===== config.mk =====
export PLATFORM = sky130hd
export DESIGN_NAME = sonar_uc_flat
export DESIGN_NICKNAME = d
export VERILOG_FILES = /design/src/rtl/sonar_uc_pkg.sv /design/src/rtl/sonar_uc_if.sv /design/src/rtl/sonar_uc_contador_espera.sv /design/src/rtl/sonar_uc.sv /design/src/flat_wrapper.sv
export SDC_FILE = /design/constraint.sdc
export NUM_CORES = 1
export LEC_CHECK = 0
export CORE_MARGIN = 8
export CORE_UTILIZATION = 45
export CTS_CLUSTER_DIAMETER = 200
export CTS_CLUSTER_SIZE = 10
export DETAILED_ROUTE_END_ITERATION = 10
export SYNTH_ARGS = -nofsm -noshare
export SYNTH_HDL_FRONTEND = slang
export SYNTH_SLANG_ARGS = --single-unit

===== constraint.sdc =====
create_clock -name clock -period 2.3 [get_ports clock]
set_input_delay 0.345 -clock clock [delete_from_list [all_inputs] [get_ports clock]]
set_output_delay 0.345 -clock clock [all_outputs]
set_load 0.02 [all_outputs]

===== src/rtl/sonar_uc_pkg.sv =====
// sonar_pkg: shared definitions for the sonar control unit.
//   estado_t     - FSM state codes, also exported on db_estado
//   N_CHARS_DEF  - default characters per serial frame
//   IDX_*        - fixed character positions inside the frame
package sonar_pkg;

    typedef enum logic [3:0] {
        INICIAL        = 4'h0,
        PREPARA        = 4'h1,
        MEDE           = 4'h2,
        AGUARDA_MEDIDA = 4'h3,
        TRANSMITE      = 4'h4,
        AGUARDA_TX     = 4'h5,
        PROXIMO        = 4'h6,
        ESPERA         = 4'h7,
        MOVE           = 4'h8,
        ERRO           = 4'hF
    } estado_t;

    localparam int         N_CHARS_DEF = 8;
    // Frame: ang_c ang_d ang_u ',' dist_c dist_d dist_u '#'
    localparam logic [2:0] IDX_VIRGULA = 3'd3;
    localparam logic [2:0] IDX_FIM     = 3'd7;

endpackage


===== src/rtl/sonar_uc_if.sv =====
// sonar_uc_if: control/status bundle between the sonar control unit and
// its datapath.
//   master - control unit side (consumes flags, drives controls)
//   slave  - datapath side
interface sonar_uc_if;
    logic       ligar;
    logic       fim_medicao;
    logic       fim_transmissao;
    logic       zera;
    logic       medir;
    logic       transmitir;
    logic [2:0] sel_char;
    logic       avanca_posicao;
    logic       pronto;
    logic       erro_medida;
    logic [3:0] db_estado;

    modport master (
        input  ligar, fim_medicao, fim_transmissao,
        output zera, medir, transmitir, sel_char, avanca_posicao,
               pronto, erro_medida, db_estado
    );

    modport slave (
        output ligar, fim_medicao, fim_transmissao,
        input  zera, medir, transmitir, sel_char, avanca_posicao,
               pronto, erro_medida, db_estado
    );
endinterface


===== src/rtl/sonar_uc_contador_espera.sv =====
// contador_espera: terminal-count timer.
//   clock, reset - clock, async active-low reset
//   i_zera       - synchronous clear (priority over i_conta)
//   i_conta      - count enable; counter holds at N-1
//   o_fim        - high while the count equals N-1
module contador_espera #(
    parameter int N = 100_000_000
) (
    input  logic clock,
    input  logic reset,
    input  logic i_zera,
    input  logic i_conta,
    output logic o_fim
);
    localparam int         W   = (N > 1) ? $clog2(N) : 1;
    localparam logic [W-1:0] ULT = W'(N - 1);

    logic [W-1:0] r_cont;

    always_ff @(posedge clock or negedge reset) begin
        if (!reset)
            r_cont <= '0;
        else if (i_zera)
            r_cont <= '0;
        else if (i_conta && !o_fim)
            r_cont <= r_cont + W'(1);
    end

    assign o_fim = (r_cont == ULT);
endmodule


===== src/rtl/sonar_uc.sv =====
// sonar_uc: control unit of the sonar datapath. Sequences one ultrasonic
// measurement, the N_CHARS-character serial frame, the dwell time and the
// servo step.
//   clock, reset - clock, async active-low reset
//   bus          - sonar_uc_if.master: ligar/fim_* in, controls + db_estado out
// Optional build macro SONAR_UC_WATCHDOG_EN adds a measurement watchdog
// (state ERRO, sticky erro_medida).
module sonar_uc
    import sonar_pkg::*;
#(
    parameter int ESPERA_CICLOS  = 100_000_000,
    parameter int N_CHARS        = N_CHARS_DEF,
    parameter int TIMEOUT_CICLOS = 1_500_000
) (
    input  logic          clock,
    input  logic          reset,
    sonar_uc_if.master    bus
);
    localparam logic [2:0] IDX_ULT = 3'(N_CHARS - 1);

    estado_t    r_estado;
    logic [2:0] r_idx;
    logic       r_zera, r_medir, r_transmitir, r_avanca, r_pronto;
    logic       w_fim_espera;

    contador_espera #(.N(ESPERA_CICLOS)) u_espera (
        .clock   (clock),
        .reset   (reset),
        .i_zera  (r_estado == MOVE),
        .i_conta (r_estado == ESPERA),
        .o_fim   (w_fim_espera)
    );

`ifdef SONAR_UC_WATCHDOG_EN
    logic r_erro;
    logic w_fim_wdog;

    // Cleared everywhere else, so every wait starts from zero.
    contador_espera #(.N(TIMEOUT_CICLOS)) u_wdog (
        .clock   (clock),
        .reset   (reset),
        .i_zera  (r_estado != AGUARDA_MEDIDA),
        .i_conta (r_estado == AGUARDA_MEDIDA),
        .o_fim   (w_fim_wdog)
    );

    assign bus.erro_medida = r_erro;
`else
    // Always 0 in this build; the comparison only keeps the shared
    // parameter list referenced.
    assign bus.erro_medida = (TIMEOUT_CICLOS < 0);
`endif

    // Outputs are registered alongside the state, so each pulse lines up
    // with the state that owns it.
    always_ff @(posedge clock or negedge reset) begin
        if (!reset) begin
            r_estado     <= INICIAL;
            r_idx        <= '0;
            r_zera       <= 1'b0;
            r_medir      <= 1'b0;
            r_transmitir <= 1'b0;
            r_avanca     <= 1'b0;
            r_pronto     <= 1'b0;
`ifdef SONAR_UC_WATCHDOG_EN
            r_erro       <= 1'b0;
`endif
        end else begin
            r_zera       <= 1'b0;
            r_medir      <= 1'b0;
            r_transmitir <= 1'b0;
            r_avanca     <= 1'b0;
            r_pronto     <= 1'b0;
            case (r_estado)
                INICIAL: if (bus.ligar) begin
                    r_estado <= PREPARA;
                    r_zera   <= 1'b1;
`ifdef SONAR_UC_WATCHDOG_EN
                    r_erro   <= 1'b0;
`endif
                end
                PREPARA: begin
                    r_idx    <= '0;
                    r_estado <= MEDE;
                    r_medir  <= 1'b1;
                end
                MEDE: r_estado <= AGUARDA_MEDIDA;
                AGUARDA_MEDIDA: begin
                    // A flag arriving with the timeout takes precedence.
                    if (bus.fim_medicao) begin
                        r_estado     <= TRANSMITE;
                        r_transmitir <= 1'b1;
                    end
`ifdef SONAR_UC_WATCHDOG_EN
                    else if (w_fim_wdog) begin
                        r_estado <= ERRO;
                        r_erro   <= 1'b1;
                    end
`endif
                end
                TRANSMITE: r_estado <= AGUARDA_TX;
                AGUARDA_TX: if (bus.fim_transmissao) r_estado <= PROXIMO;
                PROXIMO: begin
                    if (r_idx == IDX_ULT) begin
                        r_estado <= ESPERA;
                    end else begin
                        r_idx        <= r_idx + 3'd1;
                        r_estado     <= TRANSMITE;
                        r_transmitir <= 1'b1;
                    end
                end
                ESPERA: if (w_fim_espera) begin
                    r_estado <= MOVE;
                    r_avanca <= 1'b1;
                    r_pronto <= 1'b1;
                end
                MOVE: begin
                    // MOVE->MEDE bypasses PREPARA, so the next frame's
                    // index is rewound here.
                    r_idx <= '0;
                    if (bus.ligar) begin
                        r_estado <= MEDE;
                        r_medir  <= 1'b1;
                    end else begin
                        r_estado <= INICIAL;
                    end
                end
`ifdef SONAR_UC_WATCHDOG_EN
                ERRO: r_estado <= ESPERA;
`endif
                default: r_estado <= INICIAL;
            endcase
        end
    end

    assign bus.zera           = r_zera;
    assign bus.medir          = r_medir;
    assign bus.transmitir     = r_transmitir;
    assign bus.sel_char       = r_idx;
    assign bus.avanca_posicao = r_avanca;
    assign bus.pronto         = r_pronto;
    assign bus.db_estado      = r_estado;
endmodule


===== src/flat_wrapper.sv =====
// flat-port wrapper written by rule: the top's interface ports become plain ports
module sonar_uc_flat import sonar_pkg::*;
#(
    parameter int ESPERA_CICLOS  = 100_000_000,
    parameter int N_CHARS        = N_CHARS_DEF,
    parameter int TIMEOUT_CICLOS = 1_500_000
)
  (clock, reset, bus_ligar, bus_fim_medicao, bus_fim_transmissao, bus_zera, bus_medir, bus_transmitir, bus_sel_char, bus_avanca_posicao, bus_pronto, bus_erro_medida, bus_db_estado);
  sonar_uc_if bus_i ();
  input  logic clock;
  input  logic reset;
  input wire logic [$bits(bus_i.ligar)-1:0] bus_ligar;
  input wire logic [$bits(bus_i.fim_medicao)-1:0] bus_fim_medicao;
  input wire logic [$bits(bus_i.fim_transmissao)-1:0] bus_fim_transmissao;
  output wire logic [$bits(bus_i.zera)-1:0] bus_zera;
  output wire logic [$bits(bus_i.medir)-1:0] bus_medir;
  output wire logic [$bits(bus_i.transmitir)-1:0] bus_transmitir;
  output wire logic [$bits(bus_i.sel_char)-1:0] bus_sel_char;
  output wire logic [$bits(bus_i.avanca_posicao)-1:0] bus_avanca_posicao;
  output wire logic [$bits(bus_i.pronto)-1:0] bus_pronto;
  output wire logic [$bits(bus_i.erro_medida)-1:0] bus_erro_medida;
  output wire logic [$bits(bus_i.db_estado)-1:0] bus_db_estado;
  assign bus_i.ligar = bus_ligar;
  assign bus_i.fim_medicao = bus_fim_medicao;
  assign bus_i.fim_transmissao = bus_fim_transmissao;
  assign bus_zera = bus_i.zera;
  assign bus_medir = bus_i.medir;
  assign bus_transmitir = bus_i.transmitir;
  assign bus_sel_char = bus_i.sel_char;
  assign bus_avanca_posicao = bus_i.avanca_posicao;
  assign bus_pronto = bus_i.pronto;
  assign bus_erro_medida = bus_i.erro_medida;
  assign bus_db_estado = bus_i.db_estado;
  sonar_uc #(.ESPERA_CICLOS(ESPERA_CICLOS), .N_CHARS(N_CHARS), .TIMEOUT_CICLOS(TIMEOUT_CICLOS)) u_core (.clock(clock), .reset(reset), .bus(bus_i));
endmodule

==> impl_metrics.env, run 1 <==
export IMPL_result_of_the_run="finished, final reports clean"
export IMPL_final_max_slew_viol_count=0
export IMPL_synth_fa_ha_area_share_pct=1.774
export IMPL_grt_max_degree=21
export IMPL_cts_clk_slew_worst_paths_ns=0.08
export IMPL_synthesis_area_per_instance_um2=9.403
export IMPL_cellLeakagePower_nw=1.035
export IMPL_setup_viol=0
export IMPL_total_number_of_yosys_warnings=0
export IMPL_drt_vias_per_instance=5.662
export IMPL_numCtsBuffers=5
export IMPL_worstSetupStartpointType="flop"
export IMPL_timing_critical_path_arrival_ns=2.21
export IMPL_critical_path_slowest_cell="or4_1"
export IMPL_cp_required_ns=2.53
export IMPL_dpl_instance_area_um2=2328
export IMPL_num_vias=1693
export IMPL_drt_first_iter_violations=66
export IMPL_antenna_found_initial=0
export IMPL_timing_critical_path_cells="ha_1 -> and3_1 -> nand4_1 -> nor2_1 -> buf_4 -> or4_1 -> nand2_1"
export IMPL_post_synth_mux_area_share_pct=3.903
export IMPL_cap_violations=0
export IMPL_cts_sinks=38
export IMPL_worst_path_stages=7
export IMPL_fp_dieArea_um2=7152
export IMPL_postSynthNetCount=233
export IMPL_io_pins=18
export IMPL_cts_path_max_buffers=2
export IMPL_ant_nets=0
export IMPL_area_fraction_in_compound_gates_after_synthesis_pct=10.11
export IMPL_min_period_over_period_pct=86.08
export IMPL_synthCells=225
export IMPL_site_row_count=25
export IMPL_post_cts_resized=0
export IMPL_drt_wl_total_mm=4.536
export IMPL_end_kind="flop"
export IMPL_ctsHoldBuffers=1
export IMPL_die_x_um=84.57
export IMPL_cell_family_with_most_cp_delay="simple AND/OR/NAND/NOR gates"
export IMPL_critPathMaxStageDelay_ns=0.51
export IMPL_post_route_cells_drive_above_1_share_pct=11.02
export IMPL_routed_wire_length_per_instance_um=15.17
export IMPL_timing_final_hold_violations=0
export IMPL_start_util_pct=45.70
export IMPL_synth_top_flop_cell="dfrtp_1"
export IMPL_vias_in_the_first_global_route=1677
export IMPL_holdCritPathClass="in -> async"
export IMPL_fillerInstances=431
export IMPL_antennaDiodeCount=0
export IMPL_synth_top_family_by_area="simple AND/OR/NAND/NOR gates"
export IMPL_syn_cell_area_um2=2116
export IMPL_synthArstFlopShare_pct=100.0
export IMPL_area_growth_syn_to_layout_pct=15.67
export IMPL_setup_repair_after_global_routing_missed_its_margin="false"
export IMPL_rrSetupSlack_ns=0.32
export IMPL_synth_edf_count=0
export IMPL_detail_route_drc_violations=0
export IMPL_period_needed_ns=1.980
export IMPL_synth_yosys_seq_area_share_pct=44.94
export IMPL_max_vdd_ir_drop_uv=638.7
export IMPL_postCtsSetupBuffers=0
export IMPL_clk_insertion_delay_late_ns=0.29
export IMPL_power_density_nw_per_um2=829.1
export IMPL_core_um2=4629
export IMPL_cell_at_the_root_of_the_clock_tree="clkbuf_8"
export IMPL_kind_of_critical_path="reg -> reg"
export IMPL_final_design_area_no_fill_um2=2447
export IMPL_grtUsageTotal_pct=13.87
export IMPL_firstDrtPassIters=4
export IMPL_place_congestion=0.7971
export IMPL_buffer_ports_inserted=16
export IMPL_cts_tree="done"
export IMPL_grt_pass1_wl_mm=8.107
export IMPL_synth_distinct_cells=45
export IMPL_final_nets=252
export IMPL_dp_final_hpwl_mm=3.243
export IMPL_clock_fmax_ghz=0.5051
export IMPL_ys_seq_elements=38
export IMPL_fin_setup_tns_ns=0
export IMPL_globalRoute_totalOverflow=0
export IMPL_r2r_cells=7
export IMPL_worst_clock_skew_ns=0.009655
export IMPL_path_buf_inv=1
export IMPL_timing_critical_path_fanout_max=9
export IMPL_synth_xor_area_share_pct=4.967
export IMPL_die_h_um=84.57
export IMPL_maximum_level_of_the_cts_h_tree=2
export IMPL_synth_simple_gate_area_share_pct=29.10
## state kept, by name (all words and copies together) (netlist names)
signal                     count
u_core.u_espera.r_cont        27
u_core.bus.medir               1
u_core.bus.zera                1
u_core.bus.avanca_posicao      1
u_core.bus.sel_char            3
u_core.bus.transmitir          1
u_core.bus.db_estado           4
## layer usage
layer / up-vias / global-route usage (%) / part of all wire [%]
met5: - / 0 / 0
li1: 850 / - / -
met4: 0 / 5.340 / 1.1
met1: 807 / 18.79 / 51
met3: 5 / 3.512 / 4.2
met2: 31 / 20.54 / 43
## where the power goes
group          total [W]  switching, W  internal (W)
Sequential      0.000831     0.0000747      0.000756
Combinational   0.000645      0.000354      0.000292
Clock           0.000554      0.000234      0.000319
## cells in the mapped netlist, drive strengths merged (6+ instances only)
cell type  number  share of area, %
o21ai          11               2.6
mux2i           6               2.8
nand4           9               3.7
buf            10               3.3
nand2          20               3.7
nor4            7               2.1
inv             6               1.1
a21oi          10               2.4
dfrtp          38                45
nor3            8               1.9
xnor2          11               4.6
nand3          10               2.4
nor2           19               3.4
## path summary, 6_finish.rpt
kind / to / start
worst max-delay path: u_core.u_espera.r_cont[4] / u_core.u_espera.r_cont[0]
worst min-delay path: u_core.u_espera.r_cont[9] / reset
worst max register to register: u_core.u_espera.r_cont[4] / u_core.u_espera.r_cont[0]
worst min register to register: u_core.u_espera.r_cont[5] / u_core.u_espera.r_cont[5]
max in group asynchronous: u_core.bus.db_estado[1] / reset
min in group clock: u_core.u_espera.r_cont[5] / u_core.u_espera.r_cont[5]
## placed cells by master (no fill, tap or decap), drive strengths merged, types with 3 or more instances in the layout
cell type      count
buf               10
and2               4
or3                5
o211ai             3
nor3b              3
nor4b              3
o21ai             11
nand3             10
nor4               7
a21oi             10
xnor2             11
nor3               8
clkdlybuf4s50     15
and3               5
and4               4
dfrtp             38
o31ai              3
nand4              9
nand2             20
clkbuf             5
ha                 3
mux2i              6
nor2              19
nor2b              3
inv                6
or4                3
## through the flow
stage | total power (W) | utilization (%) | setup WS, ns | cells | hold slack, ns
final | 0.002029 | 52.86 | 0.3201 | 299 | 0.4303
after floorplan | 0.001259 | - | 0.4424 | 225 | 0.04941
after detailed placement | 0.001488 | 50.30 | 0.3550 | 290 | 0.2165
after CTS | 0.002051 | 52.86 | 0.3340 | 299 | 0.4299
after global routing | 0.002167 | 52.86 | 0.2303 | 299 | 0.4522
after global placement | 0.001483 | 50.30 | 0.3998 | 290 | 0.2162
## logic make-up after synthesis
kind of cell	Yosys count
compound gates	35
xor+xnor	12
fa+ha+maj	3
buf+inv	20
flops	38
mux	8
other cells	1
simple gates	108
## cell type report
class                           instances  area, um^2  share of cell area (%)
Tap cell                               54       67.56                   2.761
Multi-Input combinational cell        167        1065                   43.51
Timing Repair Buffer                   26       232.7                   9.509
Clock buffer                            5       68.82                   2.812
Sequential cell                        38       950.9                   38.85
Inverter                                6       22.52                  0.9202
Clock inverter                          3       40.04                   1.636
Note: power is estimated with default switching activity, not from simulation.
==> inputs of run 2 (changes only) <==
Settings changed: CORE_UTILIZATION 45 to 51, PLACE_DENSITY set to 0.72, SLEW_MARGIN set to 20.
==> run 2 against run 1 <==
Sequential power rose by 2%. Highest routed layer unchanged. Utilization grew 7.0 points. Via count decreased by 0.12%. Cell count fell by 2.3%. Final area fell by 2.1%. Power down 6.5%. Die area decreased by 9.6%. Worst hold slack got worse by 0.28 ns.
==> impl_metrics.env, run 2 (synthesis gave the netlist of run 1 again) <==
export IMPL_cellLeakagePower_nw=1.013
export IMPL_relSlewSlack_pct=45.08
export IMPL_max_vdd_ir_drop_uv=611.9
export IMPL_num_vias=1691
export IMPL_clk_insertion_delay_late_ns=0.29
export IMPL_post_route_cells_drive_above_1_share_pct=10.33
export IMPL_cell_at_the_root_of_the_clock_tree="clkbuf_8"
export IMPL_maximum_level_of_the_cts_h_tree=2
export IMPL_postCtsSetupBuffers=0
export IMPL_drt_first_iter_violations=185
export IMPL_io_pins=18
export IMPL_most_flops_register="u_core.u_espera.r_cont"
export IMPL_antennaDiodeCount=0
export IMPL_cap_violations=0
export IMPL_cts_tree="done"
export IMPL_period_needed_ns=2.001
export IMPL_detail_route_drc_violations=0
export IMPL_worst_clock_skew_ns=0.006973
export IMPL_combinationalPowerShare_pct=33.1
export IMPL_ant_nets=0
export IMPL_seqPwrFrac_pct=44.5
export IMPL_firstDrtPassIters=4
export IMPL_fin_setup_tns_ns=0
export IMPL_globalRoute_totalOverflow=0
export IMPL_number_of_flip_flops_in_the_largest_register=27
export IMPL_cts_path_max_buffers=2
export IMPL_die_h_um=80.41
export IMPL_post_cts_resized=0
export IMPL_final_util_pct=59.87
export IMPL_p_switching_w=0.0006507
export IMPL_grt_max_degree=39
export IMPL_clock_power_share_pct=22.4
export IMPL_cts_clk_slew_worst_paths_ns=0.07
export IMPL_result_of_the_run="finished, final reports clean"
export IMPL_vias_in_the_first_global_route=1676
export IMPL_placement_setup_worst_slack_ns=0.3266
export IMPL_final_max_slew_viol_count=0
export IMPL_dp_final_hpwl_mm=3.035
export IMPL_setup_viol=0
export IMPL_holdCritPathClass="in -> async"
export IMPL_start_util_pct=52.89
export IMPL_timing_final_hold_violations=0
export IMPL_layout_common_cells="dfrtp_1 (38), nand2_1 (19), nor2_1 (19)"
export IMPL_core_um2=4000
export IMPL_drt_wl_total_mm=4.350
export IMPL_worstSetupStartpointType="flop"
export IMPL_end_kind="flop"
export IMPL_site_row_count=23
export IMPL_die_x_um=80.41
export IMPL_fp_dieArea_um2=6466
export IMPL_kind_of_critical_path="reg -> reg"
export IMPL_setup_repair_after_global_routing_missed_its_margin="false"
export IMPL_most_common_library_cell_in_the_layout_ignoring_fill_and_taps="dfrtp_1"
export IMPL_final_nets=250
export IMPL_numCtsBuffers=5
export IMPL_place_congestion=0.8269
export IMPL_routed_wire_length_per_instance_um=14.90
export IMPL_area_growth_syn_to_layout_pct=13.19
export IMPL_cell_internal_pwr_w=0.001248
export IMPL_timing_critical_path_fanout_max=14
export IMPL_grtUsageTotal_pct=15.04
export IMPL_min_period_over_period_pct=87.00
export IMPL_antenna_found_initial=0
export IMPL_switching_share_pct=34.28
export IMPL_drt_vias_per_instance=5.791
export IMPL_cp_required_ns=2.51
export IMPL_place_inst=285
export IMPL_power_density_nw_per_um2=792.6
export IMPL_buffer_ports_inserted=16
export IMPL_clock_fmax_ghz=0.4997
export IMPL_cts_sinks=38
export IMPL_ctsHoldBuffers=0
export IMPL_grt_pass1_wl_mm=7.734
export IMPL_timing_critical_path_arrival_ns=2.21
export IMPL_stdcell_count=292
export IMPL_worst_tran_pin_value_ns=0.8238
export IMPL_setup_slack_ns=0.2989
[run 2: power by group through the flow]
stage	registers, W	clock network, W	logic (W)
after floorplan	0.000901	0	0.000358
after global placement	0.000849	0	0.000619
after detailed placement	0.000854	0	0.000628
after CTS	0.000842	0.000441	0.000631
after global routing	0.000854	0.000474	0.000688
final	0.000845	0.000425	0.000628
[run 2: area by class of cell]
cell class,instances,area [um^2]
fill,331,1605
multi-input combinational,167,1065
sequential,38,950.9
timing repair buffer,24,215.2
clock buffer,5,68.82
tap,50,62.56
inverter,6,22.52
clock inverter,2,10.01
[run 2: through the flow]
stage | total power, W | hold WS (ns) | cell area (um^2)
after floorplan | 0.001259 | 0.04941 | 2116
after global placement | 0.001468 | 0.4928 | 2316
after detailed placement | 0.001482 | 0.4984 | 2316
after CTS | 0.001914 | 0.1805 | 2395
after global routing | 0.002017 | 0.2330 | 2395
final | 0.001898 | 0.1541 | 2395
[run 2: per-layer routing]
layer / GRT usage, % / up-vias / routed length [um]
met5: 0 / - / 0
met4: 5.818 / 0 / 68
met3: 3.683 / 6 / 139
met1: 19.05 / 816 / 2065
met2: 23.98 / 21 / 2075
li1: - / 848 / -
[run 2: path summary, 6_finish.rpt]
kind / slack [ns] / cells past startpoint / start / endpoint
min in group clock: 0.52 / 1 / u_core.u_espera.r_cont[5] / u_core.u_espera.r_cont[5]
setup reg to reg: 0.30 / 7 / u_core.u_espera.r_cont[0] / u_core.u_espera.r_cont[14]
hold / removal: 0.15 / 1 / reset / u_core.bus.sel_char[1]
hold reg to reg: 0.52 / 1 / u_core.u_espera.r_cont[5] / u_core.u_espera.r_cont[5]
max in group asynchronous: 1.62 / 1 / reset / u_core.bus.transmitir
setup / recovery: 0.30 / 7 / u_core.u_espera.r_cont[0] / u_core.u_espera.r_cont[14]
[run 2: worst max-delay path: stages (launching register included)]
cell     delay, ns
dfrtp_1       0.40
ha_1          0.25
and3_1        0.23
nand4_1       0.15
nor2_1        0.06
buf_4         0.17
or4_1         0.50
a21oi_1       0.17
